$ cat config.mk
export PLATFORM = sky130hd
export DESIGN_NAME = serial_frame_tx
export DESIGN_NICKNAME = d
export VERILOG_FILES = /design/src/rtl/serial_frame_tx.sv
export SDC_FILE = /design/constraint.sdc
export NUM_CORES = 1
export LEC_CHECK = 0
export CAP_MARGIN = 20
export CORE_ASPECT_RATIO = 1.2
export CORE_UTILIZATION = 55
export CTS_CLUSTER_DIAMETER = 120
export DETAILED_ROUTE_END_ITERATION = 10
export GPL_ROUTABILITY_DRIVEN = 0
export PLACE_DENSITY = 0.77
export SYNTH_ARGS = -nofsm -noshare
export SYNTH_HDL_FRONTEND = slang
export SYNTH_SLANG_ARGS = --single-unit
$ cat constraint.sdc
create_clock -name CLK_30MHZ -period 3.6 [get_ports CLK_30MHZ]
set_input_delay 0.54 -clock CLK_30MHZ [delete_from_list [all_inputs] [get_ports CLK_30MHZ]]
set_output_delay 0.54 -clock CLK_30MHZ [all_outputs]
set_load 0.05 [all_outputs]
$ cat src/rtl/serial_frame_tx.sv
// Framed serial transmitter: a preamble of PRE_LEN ones, then NBYTES frames of
// [8 data bits MSB-first, 0, 1] read from a synchronous-read byte memory.
module serial_frame_tx #(
    parameter int NBYTES  = 721,
    parameter int PRE_LEN = 10,
    parameter int GAP_LEN = 10,
    parameter int AW      = 10
) (
    input  logic          CLK_30MHZ,
    input  logic          RSTN,
    input  logic          START,
    output logic [AW-1:0] MEM_ADDR,
    input  logic [7:0]    MEM_DATA,
    output logic          DOUT,
    output logic          BUSY,
    output logic          DONE
);

    localparam int MAX_LEN = (PRE_LEN > GAP_LEN) ? PRE_LEN : GAP_LEN;
    localparam int CW      = (MAX_LEN > 15) ? $clog2(MAX_LEN + 1) : 4;

    typedef enum logic [2:0] {
        S_IDLE,
        S_PRE,
        S_DATA,
        S_STOP0,
        S_STOP1,
        S_GAP
    } state_t;

    state_t          state_reg;
    logic [CW-1:0]   cnt_reg;
    logic [3:0]      bit_cnt_reg;
    logic [AW-1:0]   byte_cnt_reg;
    logic [7:0]      shreg_reg;
    logic [AW-1:0]   mem_addr_reg;
    logic            dout_reg;
    logic            busy_reg;
    logic            done_reg;

    assign MEM_ADDR = mem_addr_reg;
    assign DOUT     = dout_reg;
    assign BUSY     = busy_reg;
    assign DONE     = done_reg;

    // DOUT is registered, so the MSB of a freshly read byte goes straight to
    // the line and the shift register keeps only the bits still to be sent.
    always_ff @(posedge CLK_30MHZ) begin
        if (!RSTN) begin
            state_reg    <= S_IDLE;
            cnt_reg      <= '0;
            bit_cnt_reg  <= '0;
            byte_cnt_reg <= '0;
            shreg_reg    <= '0;
            mem_addr_reg <= '0;
            dout_reg     <= 1'b0;
            busy_reg     <= 1'b0;
            done_reg     <= 1'b0;
        end else begin
            case (state_reg)
                S_IDLE: begin
                    done_reg     <= 1'b0;
                    mem_addr_reg <= '0;
                    byte_cnt_reg <= '0;
                    cnt_reg      <= '0;
                    if (START) begin
                        state_reg <= S_PRE;
                        dout_reg  <= 1'b1;
                        busy_reg  <= 1'b1;
                    end else begin
                        dout_reg  <= 1'b0;
                        busy_reg  <= 1'b0;
                    end
                end
                S_PRE: begin
                    if (cnt_reg == CW'(PRE_LEN - 1)) begin
                        cnt_reg     <= '0;
                        bit_cnt_reg <= '0;
                        shreg_reg   <= {MEM_DATA[6:0], 1'b0};
                        dout_reg    <= MEM_DATA[7];
                        state_reg   <= S_DATA;
                    end else begin
                        cnt_reg <= cnt_reg + CW'(1);
                    end
                end
                S_DATA: begin
                    // Prefetch the next byte early; the load happens nine cycles later.
                    if (bit_cnt_reg == 4'd0 && byte_cnt_reg != AW'(NBYTES - 1)) begin
                        mem_addr_reg <= byte_cnt_reg + AW'(1);
                    end
                    if (bit_cnt_reg == 4'd7) begin
                        bit_cnt_reg <= '0;
                        dout_reg    <= 1'b0;
                        state_reg   <= S_STOP0;
                    end else begin
                        bit_cnt_reg <= bit_cnt_reg + 4'd1;
                        dout_reg    <= shreg_reg[7];
                        shreg_reg   <= {shreg_reg[6:0], 1'b0};
                    end
                end
                S_STOP0: begin
                    dout_reg  <= 1'b1;
                    state_reg <= S_STOP1;
                end
                S_STOP1: begin
                    if (byte_cnt_reg < AW'(NBYTES - 1)) begin
                        byte_cnt_reg <= byte_cnt_reg + AW'(1);
                        shreg_reg    <= {MEM_DATA[6:0], 1'b0};
                        dout_reg     <= MEM_DATA[7];
                        state_reg    <= S_DATA;
                    end else begin
                        byte_cnt_reg <= '0;
                        mem_addr_reg <= '0;
                        cnt_reg      <= '0;
                        dout_reg     <= 1'b0;
                        busy_reg     <= 1'b0;
                        done_reg     <= 1'b1;
                        state_reg    <= S_GAP;
                    end
                end
                S_GAP: begin
                    done_reg <= 1'b0;
                    if (cnt_reg == CW'(GAP_LEN - 1)) begin
                        cnt_reg   <= '0;
                        state_reg <= S_IDLE;
                    end else begin
                        cnt_reg <= cnt_reg + CW'(1);
                    end
                end
                default: begin
                    state_reg <= S_IDLE;
                    dout_reg  <= 1'b0;
                    busy_reg  <= 1'b0;
                    done_reg  <= 1'b0;
                end
            endcase
        end
    end

endmodule

; ---- After elaboration in Yosys (flattened, before gate mapping)
; Cells that the tools add are included.
[op_classes]
add_sub_neg = 3
magnitude_cmp = 1
n_eq_ne = 16
n_mux = 30
bitwise = 3
n_reduce_logical = 19
[op_table]
columns = op, count
row1 = 10-bit two-way mux, 3
row2 = 10-bit case mux with 3 select lines, 1
row3 = 8-bit two-way mux, 3
row4 = 8-bit case mux with 3 select lines, 1
row5 = 10-bit case mux with 2 select lines, 1
row6 = 3-bit case mux with 6 select lines, 1
row7 = 4-bit two-way mux, 4
row8 = "2-bit != test, second input constant", 8
row9 = 3-bit two-way mux, 5
row10 = 4-bit case mux with 3 select lines, 1
row11 = "10-bit by 1-bit adder with 10-bit output, second input constant", 1
row12 = "10-bit < comparator, second input constant", 1
row13 = "10-bit != test, second input constant", 1
row14 = 2-bit AND reduction, 5
row15 = 3-bit nonzero test, 3
row16 = "4-bit by 1-bit adder with 4-bit output, second input constant", 2
row17 = 4-bit case mux with 2 select lines, 1
row18 = 4-bit AND reduction, 2
row19 = "3-bit by 2-bit == test with 1-bit output, second input constant", 2
row20 = "3-bit == test, second input constant", 2
row21 = 1-bit two-way mux, 6
row22 = 1-bit case mux with 6 select lines, 1
row23 = "4-bit by 3-bit == test with 1-bit output, second input constant", 1
row24 = "4-bit == test, second input constant", 1
row25 = 12 further kinds, 15
[totals]
reg_bits = 42
elab_cells = 81

; ---- Depth between registers and ports, before layout
; Gate-level depths: netlist (run 1).
[logic_depth]
word_depth = 4
ltp_mapped = 7

; ---- Worst setup path before layout (run 1)
; OpenSTA, ideal clock, no wires.
[synth_path]
path_kind = flip-flop to flip-flop
from = register bit_cnt_reg[0]
to = register mem_addr_reg[8], in the netlist MEM_ADDR[8]
arrival_time_ns = 1.471
t_required_ns = 3.504
setup_slack_ns = 2.034
stages_incl_launch_ff = 8
path_buffers = 1
period_less_slack_ns = 1.566
cell_sequence = dfxtp_1 inv_1 ha_1 inv_1 o311ai_1 nand3_1 buf_6 o41ai_2
[synth_between]
elab_chain_cells = 4
[synth_rtl]
columns = element, line_no
row1 = "start, declared", 33  ; logic [3:0] bit_cnt_reg;
row2 = "start signal, assigned", 96  ; bit_cnt_reg <= bit_cnt_reg + 4'd1;
row3 = 4-bit zero test, 88  ; if (bit_cnt_reg == 4'd0 && byte_cnt_reg != AW'(NBYTES - 1)) begin
row4 = 1-bit logical AND, 88
row5 = 2-bit != test (no line), --
row6 = 3-bit AND reduction (no line), --
row7 = "end signal, assigned", 89  ; mem_addr_reg <= byte_cnt_reg + AW'(1);
row8 = "end, declared", 36  ; logic [AW-1:0] mem_addr_reg;
; Every way passes these cells.
; A chain may end at the register's enable or synchronous reset.

; ---- Worst setup path after layout (run 1)
[layout_path]
from = register state_reg[2]
to = register mem_addr_reg[8], in the netlist MEM_ADDR[8]
[layout_between]
elab_chain_cells = 3
[layout_rtl]
columns = element, line_no
row1 = "start, declared", 31  ; state_t state_reg;
row2 = "start signal, assigned", 50  ; state_reg <= S_IDLE;
row3 = "start signal, assigned", 67  ; state_reg <= S_PRE;
row4 = "start signal, assigned", 81  ; state_reg <= S_DATA;
row5 = "3-bit by 2-bit == test with 1-bit output, or another cell as far along", 60  ; case (state_reg)
row6 = 2-bit != test (no line) or 3-bit nonzero test (tied branches), --
row7 = 3-bit AND reduction (no line), --
; Several ways; a longest one is shown, not always the timed one.

==> results_dict.tcl, run 1 <==
set metrics [dict create \
    yosys_warnings 0 \
    grt_pass1_wl_mm 8.70 \
    sw_frac_of_total_pct 25.8 \
    hold_buffers 0 \
    numClockSinks 41 \
    max_freq_mhz 461 \
    hpwl_mm 3.72 \
    top_level_ports 24 \
    yosysUniqueCellTypes 55 \
    grt.busiest_layer "met2" \
    htree_levels 2 \
    final_layout_size_suffix_gt1_share_pct 9.83 \
    ff2ff_setup_slack_ps 1430 \
    crit_chain "inv_1, o311ai_1, nand3_1, o41ai_2" \
    power_frac_comb_pct 9.2 \
    worst-slew-pin-transition_ps 747 \
    postCtsSetupRepairBufs 0 \
    setup_slack_ps 1430 \
    grt_pass1_vias 1920 \
    drtPass1Iterations 4 \
    cp.required_ps 3810 \
    wl_per_cell_um 15.2 \
    io_buffers 23 \
    grt_use_met2_pct 44.1 \
    cts_buffers 5 \
    finClkSkew_ps 10.9 \
    internal_power_w 0.000623 \
    grt_max_degree 35 \
    slew_headroom_pct 50.2 \
    rows 25 \
    yosysSeqAreaShare_pct 34.5 \
    fillers 344 \
    p_seq_share_pct 55.2 \
    cts-resized-gates 0 \
    dieArea_um2 4600 \
    cp-start-kind "flop" \
    syn_inst 285 \
    cp_slowest_stage_delay_ps 710 \
    reg2reg_from "state_reg[2]$_SDFFE_PN0P_" \
    hold_viol_final 0 \
    ant_nets 0 \
    overflow 0 \
    cp_max_fo 19 \
    period_share_pct 60.2 \
    cts_tree "done" \
    hold_class "flop to flop" \
    drcViolationCount 0 \
    grt_util_met3_pct 6.26 \
    insertion_delay_ps 300 \
    die_w_um 62.1 \
    startpoint "state_reg[2]$_SDFFE_PN0P_" \
    setup_viol 0 \
    hold_start "MEM_ADDR[1]$_SDFFE_PN0P_" \
    drt-total-wl_mm 5.31 \
    yosysTopAreaCell "dfxtp_1" \
    dieHeight_um 74.1 \
    status "complete, no violations" \
    yosysTopAreaCellShare_pct 34.5 \
    postSynth.asyncResetShare_pct 0 \
    drt-initial-drc-count 83 \
    start_util_pct 59.0 \
    avgViaCountPerCell 5.96 \
    clockBufferDepth 2 \
    path_clk_slew_ps 90 \
    switchingPower_w 0.000216 \
    layout.nets 309 \
    synthFlopType "dfxtp_1" \
    clkPwrFrac_pct 35.6 \
    syn_area_per_cell_um2 8.36 \
    ir_drop_uv 211 \
    endpoint_kind "flop" \
    min_period_ps 2170 \
    ys_ff_latch 41 \
    grt_antenna_before_repair 0 \
    synth-edff-count 0 \
    gr-usage-met1_pct 30.4 \
    whs_ps 466 \
    rsz0062_at_grt "false" \
    insertedDiodeCount 0 \
    power_density_nw_per_um2 315 \
    area_growth_pct 11.8 \
    max_cap_violations 0 \
    worstSetupPathType "flop to flop" \
    dp_slack_ps 1430 \
    finalMaxSlewViolations 0 \
    cts_root_buf "clkbuf_8" \
    grt_use_total_pct 25.5 \
    p_leak_nw 0.944 \
    synth_area_leaders "dfxtp_1, nand2_1, mux2i_1" \
    setup_tns_ps 0 \
    core-area_um2 4040 \
    syn_area_um2 2380 \
    cp_data_arrival_time_ps 2380 \
    synth_fp_nets 300 \
    vias 2080 \
    cpMaxStageDelayCell "dfxtp_1" \
]
cell type report:
type,count,area [um^2],area share (%)
multi-input cells,209,1400,52.5
flip-flops and latches,41,821,30.8
repair buffers,25,245,9.21
clock buffers,5,68.8,2.58
well taps,54,67.6,2.54
inverters,12,45.0,1.69
clock inverters,3,17.5,0.658
kinds of logic (layout without fill, tap and decap cells):
kind of cell	Yosys count	in the layout	share of synthesized area, %
adder cells (fa/ha/maj)	4	4	2.10
AND/OR/NAND/NOR	109	109	23.5
XOR/XNOR	4	4	1.47
flip-flops	41	41	34.5
multiplexers	23	23	10.0
buffers and inverters	35	45	6.83
AO/OA/AOI/OAI	69	69	21.6
through the flow:
step	area, um^2	cells	power [W]	utilization (%)
2_1_floorplan	2380	285	0.000527	-
3_3_place_gp	2580	341	0.000551	63.9
3_5_place_dp	2580	341	0.000550	63.9
4_1_cts	2660	349	0.000843	66.0
5_1_grt	2660	349	0.000866	66.0
6_report	2660	349	0.000839	66.0
path summary, 6_finish.rpt:
kind                                    to  cells after the start
setup / recovery  MEM_ADDR[8]$_SDFFE_PN0P_                      4
hold / removal    MEM_ADDR[1]$_SDFFE_PN0P_                      2
setup reg to reg  MEM_ADDR[8]$_SDFFE_PN0P_                      4
hold reg to reg   MEM_ADDR[1]$_SDFFE_PN0P_                      2
cells in the mapped netlist, types with 3 or more instances:
master / instances
a21oi_1: 18
ha_1: 4
a21boi_0: 3
nand2b_1: 4
nor2b_1: 4
o21a_1: 4
nor2_1: 10
inv_1: 12
nand3_1: 20
mux2_2: 7
mux2i_1: 16
buf_2: 8
nor3_1: 7
xnor2_1: 3
clkbuf_1: 10
nand4_1: 4
dfxtp_1: 41
nor4bb_1: 4
o21ai_0: 15
o211ai_1: 4
nand2_1: 44
placed cells by master, fill, tap and decap left out, types with 3 or more instances in the layout:
master / n
nand2_1: 44
dfxtp_1: 41
clkdlybuf4s50_1: 23
nand3_1: 20
a21oi_1: 18
mux2i_1: 16
o21ai_0: 15
inv_1: 12
nor2_1: 10
nor3_1: 7
mux2_2: 7
clkbuf_8: 5
nand2b_1: 4
nor2b_1: 4
nand4_1: 4
nor4bb_1: 4
o211ai_1: 4
o21a_1: 4
ha_1: 4
a21boi_0: 3
xnor2_1: 3
worst max-delay path: cells and delay by family (launching register included):
family,cells,cell delay [ps]
flops,1,710
compound gates,2,610
simple gates,1,540
buf+inv,1,220
metal layers:
layer,vias up,wire length [um]
li1,1044,-
met2,32,2690
met4,0,70
met5,-,0
met1,996,2370
met3,8,181
power groups by stage:
stage,sequential (W),combinational (W),clock [W]
after floorplan,0.000477,0.0000504,0
after global placement,0.000474,0.0000767,0
after detailed placement,0.000474,0.0000764,0
after CTS,0.000463,0.0000769,0.000303
after global routing,0.000464,0.0000825,0.000320
final,0.000463,0.0000774,0.000299
Note: power is estimated with default switching activity, not from simulation.
==> run 2, diff against run 1 <==
Clock period 3.6 ns to 2.24 ns, I/O delays scaled along.
==> run 2 against run 1 <==
  * Clock skew fell by 0.98 ps
  * Core utilization increased by 1.5 points
  * Combinational power increased by 71%
  * Largest cell class unchanged
==> results_dict.tcl, run 2 (synthesis gave the netlist of run 1 again) <==
set metrics [dict create \
    status "complete, no violations" \
    clockBufferDepth 2 \
    cp.required_ps 2440 \
    grt_use_total_pct 26.5 \
    period_share_pct 82.4 \
    min_period_ps 1850 \
    cts_tree "done" \
    start_util_pct 59.0 \
    drt-initial-drc-count 166 \
    worstSetupPathType "flop to flop" \
    die_w_um 62.1 \
    layout.nets 317 \
    hold_start "MEM_ADDR[2]$_SDFFE_PN0P_" \
    ir_drop_uv 296 \
    setup_tns_ps 0 \
    cp_max_fo 13 \
    wl_per_cell_um 15.3 \
    final_common_cell "nand2_1" \
    rows 25 \
    cts-resized-gates 0 \
    drt-total-wl_mm 5.45 \
    finalMaxSlewViolations 0 \
    path_clk_slew_ps 80 \
    cp-start-kind "flop" \
    grt_pass1_vias 1956 \
    startpoint "state_reg[2]$_SDFFE_PN0P_" \
    vias 2134 \
    hold_buffers 0 \
    grt_antenna_before_repair 0 \
    ff2ff_setup_slack_ps 390 \
    endpoint "bit_cnt_reg[3]$_SDFFE_PN0P_" \
    grt_pass1_wl_mm 9.02 \
    p_leak_nw 0.986 \
    hpwl_mm 3.81 \
    worst-slew-pin-transition_ps 568 \
    htree_levels 2 \
    drcViolationCount 0 \
    worstReg2RegEnd "bit_cnt_reg[3]$_SDFFE_PN0P_" \
    core-area_um2 4040 \
    reg2reg_from "state_reg[2]$_SDFFE_PN0P_" \
    cts_buffers 5 \
    endpoint_kind "flop" \
    dieHeight_um 74.1 \
    p_total_w 0.00136 \
    final_cells 357 \
    top_level_ports 24 \
    dp_cells 349 \
    io_buffers 23 \
    max_cap_violations 0 \
    numClockSinks 41 \
    avgViaCountPerCell 5.98 \
    area_growth_pct 14.3 \
    finClkSkew_ps 9.91 \
    grt_max_degree 35 \
    final_cell_mix "nand2_1, dfxtp_1, clkdlybuf4s50_1, nand3_1, a21oi_1" \
    drtPass1Iterations 4 \
    postCtsSetupRepairBufs 0 \
    hold_viol_final 0 \
    setup_viol 0 \
    slew_headroom_pct 62.1 \
    rsz0062_at_grt "false" \
    ant_nets 0 \
    cp_data_arrival_time_ps 2050 \
    overflow 0 \
    max_freq_mhz 542 \
    final_layout_size_suffix_gt1_share_pct 12.2 \
    hold_class "flop to flop" \
    insertedDiodeCount 0 \
    insertion_delay_ps 300 \
    reg2reg_depth 4 \
    cts_root_buf "clkbuf_8" \
    dieArea_um2 4600 \
    power_density_nw_per_um2 499 \
]
run 2: cell types whose count changed in the layout (fill, tap and decap cells not counted):
| cell | delta |
|---|---|
| buf_4 | +8 |
run 2: worst max-delay path, stage by stage, from the launching register on:
cell      delay [ps]
dfxtp_1          440
or3b_4           550
a31oi_4          260
nand4_1          160
a221oi_1         330
run 2: per-layer routing:
metal	track usage (%)	routed length, um
met4	8.64	83
met2	44.7	2790
met5	0	0
met1	32.7	2350
met3	6.09	231
run 2: cell type report:
class,count,area (um^2)
flip-flops and latches,41,821
clock inverters,3,17.5
multi-input cells,209,1400
well taps,54,67.6
repair buffers,33,305
clock buffers,5,68.8
inverters,12,45.0
fillers,351,1310
run 2: metrics by stage:
step	util (%)	hold slack, ps	setup WS (ps)	cell area (um^2)
after detailed placement	65.4	455	423	2640
after CTS	67.5	469	400	2720
after global routing	67.5	477	283	2720
final	67.5	462	395	2720
after global placement	65.4	443	495	2640
after floorplan	-	436	674	2380
run 2: where the power goes:
group | internal [W] | switching (W)
Combinational | 0.0000562 | 0.0000754
Clock | 0.000215 | 0.000268
Sequential | 0.000735 | 0.0000100
Total | 0.00101 | 0.000354
run 2: how the worst min path moves through the flow:
stage | to | slack, ps | cells past startpoint
detailed placement | MEM_ADDR[2]$_SDFFE_PN0P_ | 450 | 2
CTS | MEM_ADDR[2]$_SDFFE_PN0P_ | 470 | 2
global route | shreg_reg[6]$_SDFFE_PN0P_ | 480 | 2
global placement | shreg_reg[1]$_SDFFE_PN0P_ | 440 | 2
floorplan | shreg_reg[2]$_SDFFE_PN0P_ | 440 | 2
finish | MEM_ADDR[2]$_SDFFE_PN0P_ | 460 | 2
